<file path="src/rtl/ps2_pkg.sv">
// Shared types and constants for the PS/2 device-side transmit bank.
package ps2_pkg;

    typedef enum logic [2:0] {
        ST_IDLE   = 3'd0,
        ST_START  = 3'd1,
        ST_DATA   = 3'd2,
        ST_PARITY = 3'd3,
        ST_STOP   = 3'd4,
        ST_HOLD   = 3'd5
    } tx_state_t;

    // Start + 8 data + parity + stop.
    localparam int FRAME_BITS = 11;

    // Odd parity bit: 1 when the byte holds an even number of ones.
    function automatic logic odd_parity(input logic [7:0] b);
        return ~^b;
    endfunction

endpackage

</file>
<file path="src/rtl/ps2_tx_chan.sv">
// One PS/2 device-side transmit channel: byte FIFO, inhibit synchroniser and
// frame state machine clocked by the shared divider tick.
module ps2_tx_chan
    import ps2_pkg::*;
#(
    parameter int FIFO_BITS = 3
) (
    input  logic       clk_sys,
    input  logic       reset,
    input  logic       tick,
    input  logic       clk_ps2,
    input  logic [7:0] wr_data,
    input  logic       wr_en,
    input  logic       host_inhibit,
    input  logic       ovf_clr,
    output logic       ps2_clk,
    output logic       ps2_data,
    output logic       fifo_full,
    output logic       overflow,
    output logic       busy
);

    localparam int DEPTH = 2 ** FIFO_BITS;
    localparam logic [FIFO_BITS:0] DEPTH_CNT = (FIFO_BITS + 1)'(DEPTH);

    logic [7:0]           mem [DEPTH];
    logic [FIFO_BITS-1:0] wr_ptr;
    logic [FIFO_BITS-1:0] rd_ptr;
    logic [FIFO_BITS:0]   count;
    logic                 fifo_empty;
    logic                 push;
    logic                 pop;

    logic                 inh_meta;
    logic                 inh_sync;

    tx_state_t            state;
    tx_state_t            next_state;
    logic [2:0]           bit_idx;
    logic [2:0]           next_bit_idx;
    logic [7:0]           tx_hold;

    assign fifo_empty = (count == '0);
    assign fifo_full  = (count == DEPTH_CNT);
    assign push       = wr_en & ~fifo_full;

    always_ff @(posedge clk_sys or posedge reset) begin
        if (reset) begin
            inh_meta <= 1'b0;
            inh_sync <= 1'b0;
        end else begin
            inh_meta <= host_inhibit;
            inh_sync <= inh_meta;
        end
    end

    // Storage has no reset; emptiness is defined by the count alone.
    always_ff @(posedge clk_sys) begin
        if (push) begin
            mem[wr_ptr] <= wr_data;
        end
    end

    always_ff @(posedge clk_sys or posedge reset) begin
        if (reset) begin
            wr_ptr <= '0;
            rd_ptr <= '0;
            count  <= '0;
        end else begin
            if (push) begin
                wr_ptr <= wr_ptr + 1'b1;
            end
            if (pop) begin
                rd_ptr <= rd_ptr + 1'b1;
            end
            case ({push, pop})
                2'b10:   count <= count + 1'b1;
                2'b01:   count <= count - 1'b1;
                default: count <= count;
            endcase
        end
    end

    always_ff @(posedge clk_sys or posedge reset) begin
        if (reset) begin
            overflow <= 1'b0;
        end else if (wr_en && fifo_full) begin
            overflow <= 1'b1;
        end else if (ovf_clr) begin
            overflow <= 1'b0;
        end
    end

    always_ff @(posedge clk_sys or posedge reset) begin
        if (reset) begin
            state   <= ST_IDLE;
            bit_idx <= '0;
            tx_hold <= '0;
        end else begin
            state   <= next_state;
            bit_idx <= next_bit_idx;
            if (pop) begin
                tx_hold <= mem[rd_ptr];
            end
        end
    end

    // Inhibit aborts START/DATA/PARITY at once; HOLD resends tx_hold unchanged.
    always_comb begin
        next_state   = state;
        next_bit_idx = bit_idx;
        pop          = 1'b0;
        case (state)
            ST_IDLE: begin
                if (tick && !fifo_empty && !inh_sync) begin
                    pop        = 1'b1;
                    next_state = ST_START;
                end
            end
            ST_START: begin
                if (inh_sync) begin
                    next_state = ST_HOLD;
                end else if (tick) begin
                    next_state   = ST_DATA;
                    next_bit_idx = 3'd0;
                end
            end
            ST_DATA: begin
                if (inh_sync) begin
                    next_state = ST_HOLD;
                end else if (tick) begin
                    if (bit_idx == 3'd7) begin
                        next_state = ST_PARITY;
                    end else begin
                        next_bit_idx = bit_idx + 3'd1;
                    end
                end
            end
            ST_PARITY: begin
                if (inh_sync) begin
                    next_state = ST_HOLD;
                end else if (tick) begin
                    next_state = ST_STOP;
                end
            end
            ST_STOP: begin
                if (tick) begin
                    next_state = ST_IDLE;
                end
            end
            ST_HOLD: begin
                if (tick && !inh_sync) begin
                    next_state = ST_START;
                end
            end
            default: begin
                next_state = ST_IDLE;
            end
        endcase
    end

    always_comb begin
        ps2_clk  = clk_ps2;
        ps2_data = 1'b1;
        busy     = (state != ST_IDLE) || !fifo_empty;
        case (state)
            ST_IDLE, ST_HOLD: begin
                ps2_clk  = 1'b1;
                ps2_data = 1'b1;
            end
            ST_START:  ps2_data = 1'b0;
            ST_DATA:   ps2_data = tx_hold[bit_idx];
            ST_PARITY: ps2_data = odd_parity(tx_hold);
            ST_STOP:   ps2_data = 1'b1;
            default:   ps2_data = 1'b1;
        endcase
    end

endmodule

</file>
<file path="src/rtl/ps2_tx_bank.sv">
// Bank of independent PS/2 transmit channels sharing one clock divider.
module ps2_tx_bank
    import ps2_pkg::*;
#(
    parameter int CHANNELS  = 2,
    parameter int FIFO_BITS = 3,
    parameter int PS2DIV    = 100
) (
    input  logic                  clk_sys,
    input  logic                  reset,
    input  logic [8*CHANNELS-1:0] wr_data,
    input  logic [CHANNELS-1:0]   wr_en,
    input  logic [CHANNELS-1:0]   host_inhibit,
    input  logic [CHANNELS-1:0]   ovf_clr,
    output logic [CHANNELS-1:0]   ps2_clk,
    output logic [CHANNELS-1:0]   ps2_data,
    output logic [CHANNELS-1:0]   fifo_full,
    output logic [CHANNELS-1:0]   overflow,
    output logic [CHANNELS-1:0]   busy
);

    localparam int DIV_W = (PS2DIV < 1) ? 1 : $clog2(PS2DIV + 1);
    localparam logic [DIV_W-1:0] DIV_LAST = DIV_W'(PS2DIV);

    logic [DIV_W-1:0] div_cnt;
    logic             clk_ps2;
    logic             tick;

    always_ff @(posedge clk_sys or posedge reset) begin
        if (reset) begin
            div_cnt <= '0;
            clk_ps2 <= 1'b0;
        end else if (div_cnt == DIV_LAST) begin
            div_cnt <= '0;
            clk_ps2 <= ~clk_ps2;
        end else begin
            div_cnt <= div_cnt + 1'b1;
        end
    end

    // High in the cycle whose closing edge raises clk_ps2, so state and clock move together.
    assign tick = (div_cnt == DIV_LAST) && !clk_ps2;

    for (genvar g = 0; g < CHANNELS; g++) begin : g_chan
        ps2_tx_chan #(
            .FIFO_BITS(FIFO_BITS)
        ) u_chan (
            .clk_sys     (clk_sys),
            .reset       (reset),
            .tick        (tick),
            .clk_ps2     (clk_ps2),
            .wr_data     (wr_data[8*g +: 8]),
            .wr_en       (wr_en[g]),
            .host_inhibit(host_inhibit[g]),
            .ovf_clr     (ovf_clr[g]),
            .ps2_clk     (ps2_clk[g]),
            .ps2_data    (ps2_data[g]),
            .fifo_full   (fifo_full[g]),
            .overflow    (overflow[g]),
            .busy        (busy[g])
        );
    end

endmodule
</file>
<file path="config.mk">
export PLATFORM = sky130hd
export DESIGN_NAME = ps2_tx_bank
export DESIGN_NICKNAME = d
export VERILOG_FILES = /design/src/rtl/ps2_pkg.sv /design/src/rtl/ps2_tx_chan.sv /design/src/rtl/ps2_tx_bank.sv
export SDC_FILE = /design/constraint.sdc
export NUM_CORES = 1
export LEC_CHECK = 0
export BUFFER_PORTS_ARGS = -buffer_cell sky130_fd_sc_hd__buf_4
export CORE_ASPECT_RATIO = 0.75
export CORE_MARGIN = 2
export CORE_UTILIZATION = 40
export DETAILED_ROUTE_END_ITERATION = 8
export PLACE_DENSITY = 0.58
export SETUP_SLACK_MARGIN = 0.02
export SYNTH_ARGS = -nofsm -noshare
export SYNTH_HDL_FRONTEND = slang
export SYNTH_SLANG_ARGS = --single-unit
</file>
<file path="constraint.sdc">
create_clock -name clk_sys -period 5 [get_ports clk_sys]
set_input_delay 1 -clock clk_sys [delete_from_list [all_inputs] [get_ports clk_sys]]
set_output_delay 1 -clock clk_sys [all_outputs]
set_load 0.05 [all_outputs]
</file>
==> run_results.csv, run 1 <==
group,metric,value,unit
synthesis,ys_warn_count,0,
pwr,power_switching_share,0.301,
pwr,power_frac_comb,0.141,
timing,final_hold_viol_count,0,
clocking,cts_buffers,17,
worst_setup_path,r2r_cells,10,
global_route,top_usage_layer,"met1",
pwr,peakVddDrop,223,uV
detailed_routing,wire_per_inst,18.6,um
synthesis,syn_area,8290,sq um
synthesis,async_reset_ff_frac,0.326,
timing,slew_headroom,0.364,
timing,setup_violations,0,
clocking,cts_hold_buf,0,
final_layout,stdcell_count,824,
detailed_routing,initialDrtViolationCount,402,
hold_path,hold_depth,0,
detailed_routing,via_per_inst,5.22,
hold_path,holdCritPathClass,"flop to flop",
placement,port-buffer-count,33,
worst_setup_path,crit_type,"flop to flop",
detailed_routing,firstDrtPassIters,4,
synthesis,syn_inst,519,
placement,dp_hpwl,10.2,mm
placement,place_inst,792,
synthesis,ys_seq_elements,190,
die,dieWidth,170,um
final_layout,diodes,0,
clocking,cts-root-buf,"clkbuf_16",
clocking,path_clk_slew,0.08,ns
synthesis,syn_nets,559,
detailed_routing,drt_drc_violations_left,0,
clocking,worstSkewPairLatency,0.45,ns
pwr,p_sw,1.23,mW
timing,setup_tns,0,ns
clocking,post_cts_resized,0,
pwr,clkPwrFrac,0.353,
global_route,use_met1,0.227,
global_route,antenna_found_initial,0,
synthesis,seq_area_frac_synth,0.651,
timing,worstMarginPinSlew,0.945,ns
outcome,status,"complete, no violations",
clocking,clkSinkCount,190,
pwr,p_int,2.86,mW
timing,fin_skew,0.0162,ns
synthesis,synth-main-ff-cell,"edfxtp_1",
flow_run,cap_violations,0,
die,fp.dieH,129,um
global_route,use_met2,0.222,
global_route,grt_pass1_vias,4389,
worst_setup_path,end_kind,"flop",
global_route,met3_usage,0.0406,
detailed_routing,drt-total-wl,15.3,mm
global_route,grt_max_degree,63,
die,fp.dieArea,21900,sq um
die,core,20300,sq um
detailed_routing,postRouteAntennaNets,0,
worst_setup_path,critPathMaxFanout,12,
timing,rsz0062_at_grt,"false",
global_route,grt_usage,0.153,
final_layout,nNetsFinal,593,
final_layout,syn2layout_area_growth,13.9,%
timing,max_freq,298,MHz
clocking,clock_path_buffers,2,
pwr,seqPwrFrac,0.506,
timing,slew_violations,0,
die,rows,45,
detailed_routing,vias,4303,
worst_setup_path,cp.arrival,3.68,ns
final_layout,final_common_cell,"edfxtp_1",
synthesis,ys_types,50,
synthesis,yosys.area.top_type,"edfxtp_1",
die,ios,34,
die,start_util,0.409,
clocking,htree_levels,4,
placement,finalWeightedCongestion,0.758,
pwr,powerDensity,434,nW/um^2
global_route,grt-ovfl-total,0,
synthesis,synth_edf_count,128,
pwr,p_leak,3.49,nW
timing,fin_crit_sh,0.671,
final_layout,layout-drive-gt1-share,0.263,
timing,period_minus_slack,3.36,ns
worst_setup_path,cp-start-kind,"flop",
clocking,cts_setup_buffers,0,
synthesis,yosysTopAreaCellShare,0.464,
synthesis,synth_area_leaders,"edfxtp_1, dfrtp_1, mux4_2",
synthesis,avgSynthCellArea,16.0,sq um
clocking,cts_tree,"built",
global_route,grt_pass1_wl,24.8,mm
worst_setup_path,cp.required,5.32,ns
final_layout,final_cell_mix,"edfxtp_1, dfrtp_1, buf_4",
stage by stage:
| step | power, mW | instance area [sq um] | hold WS, ns | utilization | worst slack [ns] |
|---|---|---|---|---|---|
| floorplan | 2.49 | 8290 | 0.331 | - | 2.26 |
| global placement | 2.65 | 8790 | 0.357 | 0.434 | 1.76 |
| detailed placement | 2.69 | 8790 | 0.357 | 0.434 | 1.69 |
| CTS | 4.14 | 9440 | 0.376 | 0.466 | 1.67 |
| global route | 4.29 | 9440 | 0.388 | 0.466 | 1.35 |
| finish | 4.09 | 9440 | 0.372 | 0.466 | 1.64 |
layout make-up:
type | instances | area [sq um]
Inverter | 10 | 37.5
Sequential cell | 190 | 5400
Fill cell | 1755 | 10800
Timing Repair Buffer | 45 | 338
Clock inverter | 15 | 230
Clock buffer | 17 | 425
Multi-Input combinational cell | 289 | 2700
Tap cell | 258 | 323
worst paths after layout:
kind,startpoint,end,slack [ns]
max,g_chan[1].u_chan.state[2],g_chan[1].u_chan.count[2],1.64
min,g_chan[0].u_chan.inh_meta,g_chan[0].u_chan.inh_sync,0.37
max reg2reg,g_chan[1].u_chan.state[2],g_chan[1].u_chan.count[2],1.64
min reg2reg,g_chan[0].u_chan.inh_meta,g_chan[0].u_chan.inh_sync,0.37
max in group asynchronous,reset,g_chan[1].u_chan.tx_hold[2],3.66
min in group asynchronous,reset,g_chan[0].u_chan.overflow,0.80
kinds of logic (layout without fill, tap and decap cells):
logic type,count (synthesis),after routing,synth area share
AO/OA/AOI/OAI,36,36,0.0279
XOR/XNOR,38,38,0.0401
adder cells (fa/ha/maj),16,16,0.0241
buffers and inverters,40,87,0.0241
flip-flops,190,190,0.651
multiplexers,78,78,0.152
AND/OR/NAND/NOR,121,121,0.0813
critical path, cell delays in order (launching register included):
cell     delay [ns]
dfrtp_1        0.50
or3_1          0.38
or4_4          0.47
nor4_4         0.70
ha_1           0.39
xor2_1         0.10
ha_1           0.18
a21oi_1        0.15
xor2_1         0.18
nor2_1         0.07
xor2_1         0.13
routing by layer:
metal	vias to the layer above	wire (um)
met4	0	133
met5	-	0
met2	71	6770
met3	14	530
met1	2189	7880
li1	2029	-
power by group through the flow:
stage / clock network [mW] / registers (mW) / logic [mW]
after detailed placement: 0 / 2.10 / 0.588
after global routing: 1.54 / 2.10 / 0.644
after floorplan: 0 / 2.02 / 0.469
after global placement: 0 / 2.08 / 0.569
after CTS: 1.49 / 2.07 / 0.588
final: 1.44 / 2.07 / 0.578
Yosys cell counts, types with 2 or more instances:
library cell / n
o221ai_1: 2
buf_2: 4
nor3b_1: 5
mux2i_1: 4
buf_1: 5
nor2b_1: 4
nand2_1: 24
and3_1: 4
nand3_1: 8
nand2b_1: 11
nor4b_1: 4
xor2_1: 17
mux4_2: 34
nor4_1: 5
dfrtp_1: 62
inv_1: 8
o21ai_0: 11
nor2_1: 25
edfxtp_1: 128
a22o_1: 3
ha_1: 16
a21oi_1: 8
xnor2_1: 21
o22ai_1: 2
mux2_1: 8
o21bai_1: 3
inv_2: 2
buf_4: 10
clkbuf_1: 10
nand3b_1: 6
mux2_2: 32
nor3_1: 11
or3_1: 3
and3b_1: 3
sequential cells by signal, indices dropped and copies added, names as in the netlist:
register                count
g_chan.u_chan.mem         128
g_chan.u_chan.inh_meta      2
div_cnt                     7
g_chan.u_chan.tx_hold      16
g_chan.u_chan.inh_sync      2
g_chan.u_chan.count         8
g_chan.u_chan.state         6
g_chan.u_chan.rd_ptr        6
g_chan.u_chan.overflow      2
g_chan.u_chan.wr_ptr        6
g_chan.u_chan.bit_idx       6
clk_ps2                     1
(Power assumes the default switching activity.)
==> inputs of run 2 (changes only) <==
--- a/config.mk
+++ b/config.mk
@@ -10,7 +10,7 @@
 export CORE_MARGIN = 2
 export CORE_UTILIZATION = 40
 export DETAILED_ROUTE_END_ITERATION = 8
-export PLACE_DENSITY = 0.58
+export PLACE_DENSITY = 0.6
 export SETUP_SLACK_MARGIN = 0.02
 export SYNTH_ARGS = -nofsm -noshare
 export SYNTH_HDL_FRONTEND = slang
==> constraint.sdc (replaced) <==
create_clock -name clk_sys -period 2.8 [get_ports clk_sys]
set_input_delay 0.56 -clock clk_sys [delete_from_list [all_inputs] [get_ports clk_sys]]
set_output_delay 0.56 -clock clk_sys [all_outputs]
set_load 0.05 [all_outputs]
==> run 2 against run 1 <==
  * Count of clock-buffer cells in the layout unchanged
  * Routed wire length grew 2.2%
  * Combinational power increased by 94%
  * Highest routed layer unchanged
==> run_results.csv, run 2 (synthesized netlist as in run 1, its figures left out) <==
group,metric,value,unit
worst_setup_path,critPathMaxFanout,5,
final_layout,final_common_cell,"edfxtp_1",
final_layout,diodes,0,
pwr,clkPwrFrac,0.349,
final_layout,regMostFlops,"g_chan.u_chan.mem",
placement,finalWeightedCongestion,0.767,
clocking,clock_path_buffers,2,
clocking,post_cts_resized,0,
timing,fin_skew,0.0111,ns
die,core,20300,sq um
pwr,seqPwrFrac,0.499,
global_route,antenna_found_initial,0,
timing,max_freq,384,MHz
worst_setup_path,cp.required,2.24,ns
timing,setup_violations,0,
global_route,grt_pass1_vias,4474,
pwr,power,7.38,mW
worst_setup_path,r2r-start,"div_cnt[1]",
detailed_routing,vias,4458,
clocking,worstSkewPairLatency,0.45,ns
placement,place_area,8960,sq um
detailed_routing,drt_drc_violations_left,0,
detailed_routing,postRouteAntennaNets,0,
pwr,p_sw,2.23,mW
die,ios,34,
worst_setup_path,worstPathCellList,"mux4_2 > nand2b_1 > o311ai_0 > o221ai_1 > buf_4",
timing,setup_tns,0,ns
clocking,cts_hold_buf,0,
final_layout,syn2layout_area_growth,16.3,%
detailed_routing,initialDrtViolationCount,356,
final_layout,design_area,9640,sq um
worst_setup_path,cp.buffers_inverters,1,
placement,place_ws,0.0704,ns
detailed_routing,firstDrtPassIters,4,
placement,port-buffer-count,33,
worst_setup_path,slowest_stage,"mux4_2",
final_layout,largest_register_ffs,128,
timing,slew_violations,0,
worst_setup_path,end_kind,"primary output",
die,fp.dieH,129,um
pwr,powerDensity,766,nW/um^2
detailed_routing,via_per_inst,5.28,
worst_setup_path,cp-start-kind,"flop",
outcome,status,"complete, no violations",
pwr,power_switching_share,0.302,
worst_setup_path,max_stage_delay,0.52,ns
timing,fin_crit_sh,0.931,
final_layout,nNetsFinal,614,
die,rows,45,
final_layout,layout_top_registers,"g_chan.u_chan.mem: 128 flops, g_chan.u_chan.tx_hold: 16 flops, g_chan.u_chan.count: 8 flops",
global_route,grt_max_degree,47,
hold_path,holdCritPathClass,"input port to async pin",
clocking,path_clk_slew,0.08,ns
timing,setup_slack,0.193,ns
timing,fin_hold_ws,0.0958,ns
pwr,peakVddDrop,418,uV
worst_setup_path,cp.arrival,2.05,ns
timing,worstMarginPinSlew,0.830,ns
pwr,p_leak,3.60,nW
global_route,grt-ovfl-total,0,
pwr,p_int,5.16,mW
clocking,htree_levels,4,
timing,period_minus_slack,2.61,ns
worst_setup_path,crit_family,"multiplexers",
clocking,cts_setup_buffers,0,
global_route,grt_usage,0.155,
die,dieWidth,170,um
placement,dp_hpwl,10.4,mm
global_route,grt_pass1_wl,25.0,mm
clocking,cts_tree,"built",
final_layout,final_cell_mix,"edfxtp_1, buf_4, dfrtp_1",
worst_setup_path,cp-startpoint,"g_chan[0].u_chan.bit_idx[2]",
detailed_routing,drt-total-wl,15.7,mm
timing,slew_headroom,0.446,
timing,rsz0062_at_grt,"false",
clocking,cts-root-buf,"clkbuf_16",
die,start_util,0.409,
worst_setup_path,crit_type,"flop to primary output",
pwr,power_frac_comb,0.152,
clocking,clkSinkCount,190,
die,fp.dieArea,21900,sq um
clocking,cts_buffers,17,
timing,final_hold_viol_count,0,
flow_run,cap_violations,0,
final_layout,layout-drive-gt1-share,0.296,
detailed_routing,wire_per_inst,18.5,um
==> run 2: cell count changes in the layout (fill, tap and decap cells not counted), sizes merged <==
cell	previous run	this run
inv	21	22
clkinv	4	3
buf	45	66
==> run 2: path summary, 6_finish.rpt <==
path	to	slack, ns	cells after the start
worst max-delay path	ps2_data[0]	0.19	5
worst min-delay path	g_chan[1].u_chan.inh_meta	0.1	2
worst max register to register	g_chan[1].u_chan.count[2]	0.21	12
worst min register to register	g_chan[0].u_chan.inh_sync	0.37	0
max in group asynchronous	g_chan[1].u_chan.overflow	2.11	3
min in group clk_sys	g_chan[1].u_chan.inh_meta	0.22	1
==> run 2: through the flow <==
stage          utilization  std cells
2_1_floorplan            -        519
3_3_place_gp         0.442        813
3_5_place_dp         0.442        813
4_1_cts              0.474        845
5_1_grt              0.476        845
6_report             0.476        845
==> run 2: final cells by class <==
| cell class | instances | area (sq um) |
|---|---|---|
| well taps | 258 | 323 |
| fillers | 1717 | 10600 |
| repair buffers | 66 | 508 |
| flip-flops and latches | 190 | 5400 |
| multi-input cells | 289 | 2730 |
| clock buffers | 17 | 425 |
| inverters | 10 | 37.5 |
| clock inverters | 15 | 224 |
==> run 2: power by group through the flow <==
stage	registers, mW	clock network, mW	logic (mW)
6_report	3.68	2.58	1.12
5_1_grt	3.74	2.75	1.24
4_1_cts	3.67	2.64	1.13
3_5_place_dp	3.73	0	1.13
3_3_place_gp	3.70	0	1.09
2_1_floorplan	3.61	0	0.837
==> run 2: routing by layer <==
layer / share of wire / vias to the layer above / track usage
met1: 0.51 / 2281 / 0.230
met4: 0.014 / 0 / 0.0447
met2: 0.44 / 74 / 0.225
met5: 0 / - / 0
li1: - / 2084 / -
met3: 0.037 / 19 / 0.0406
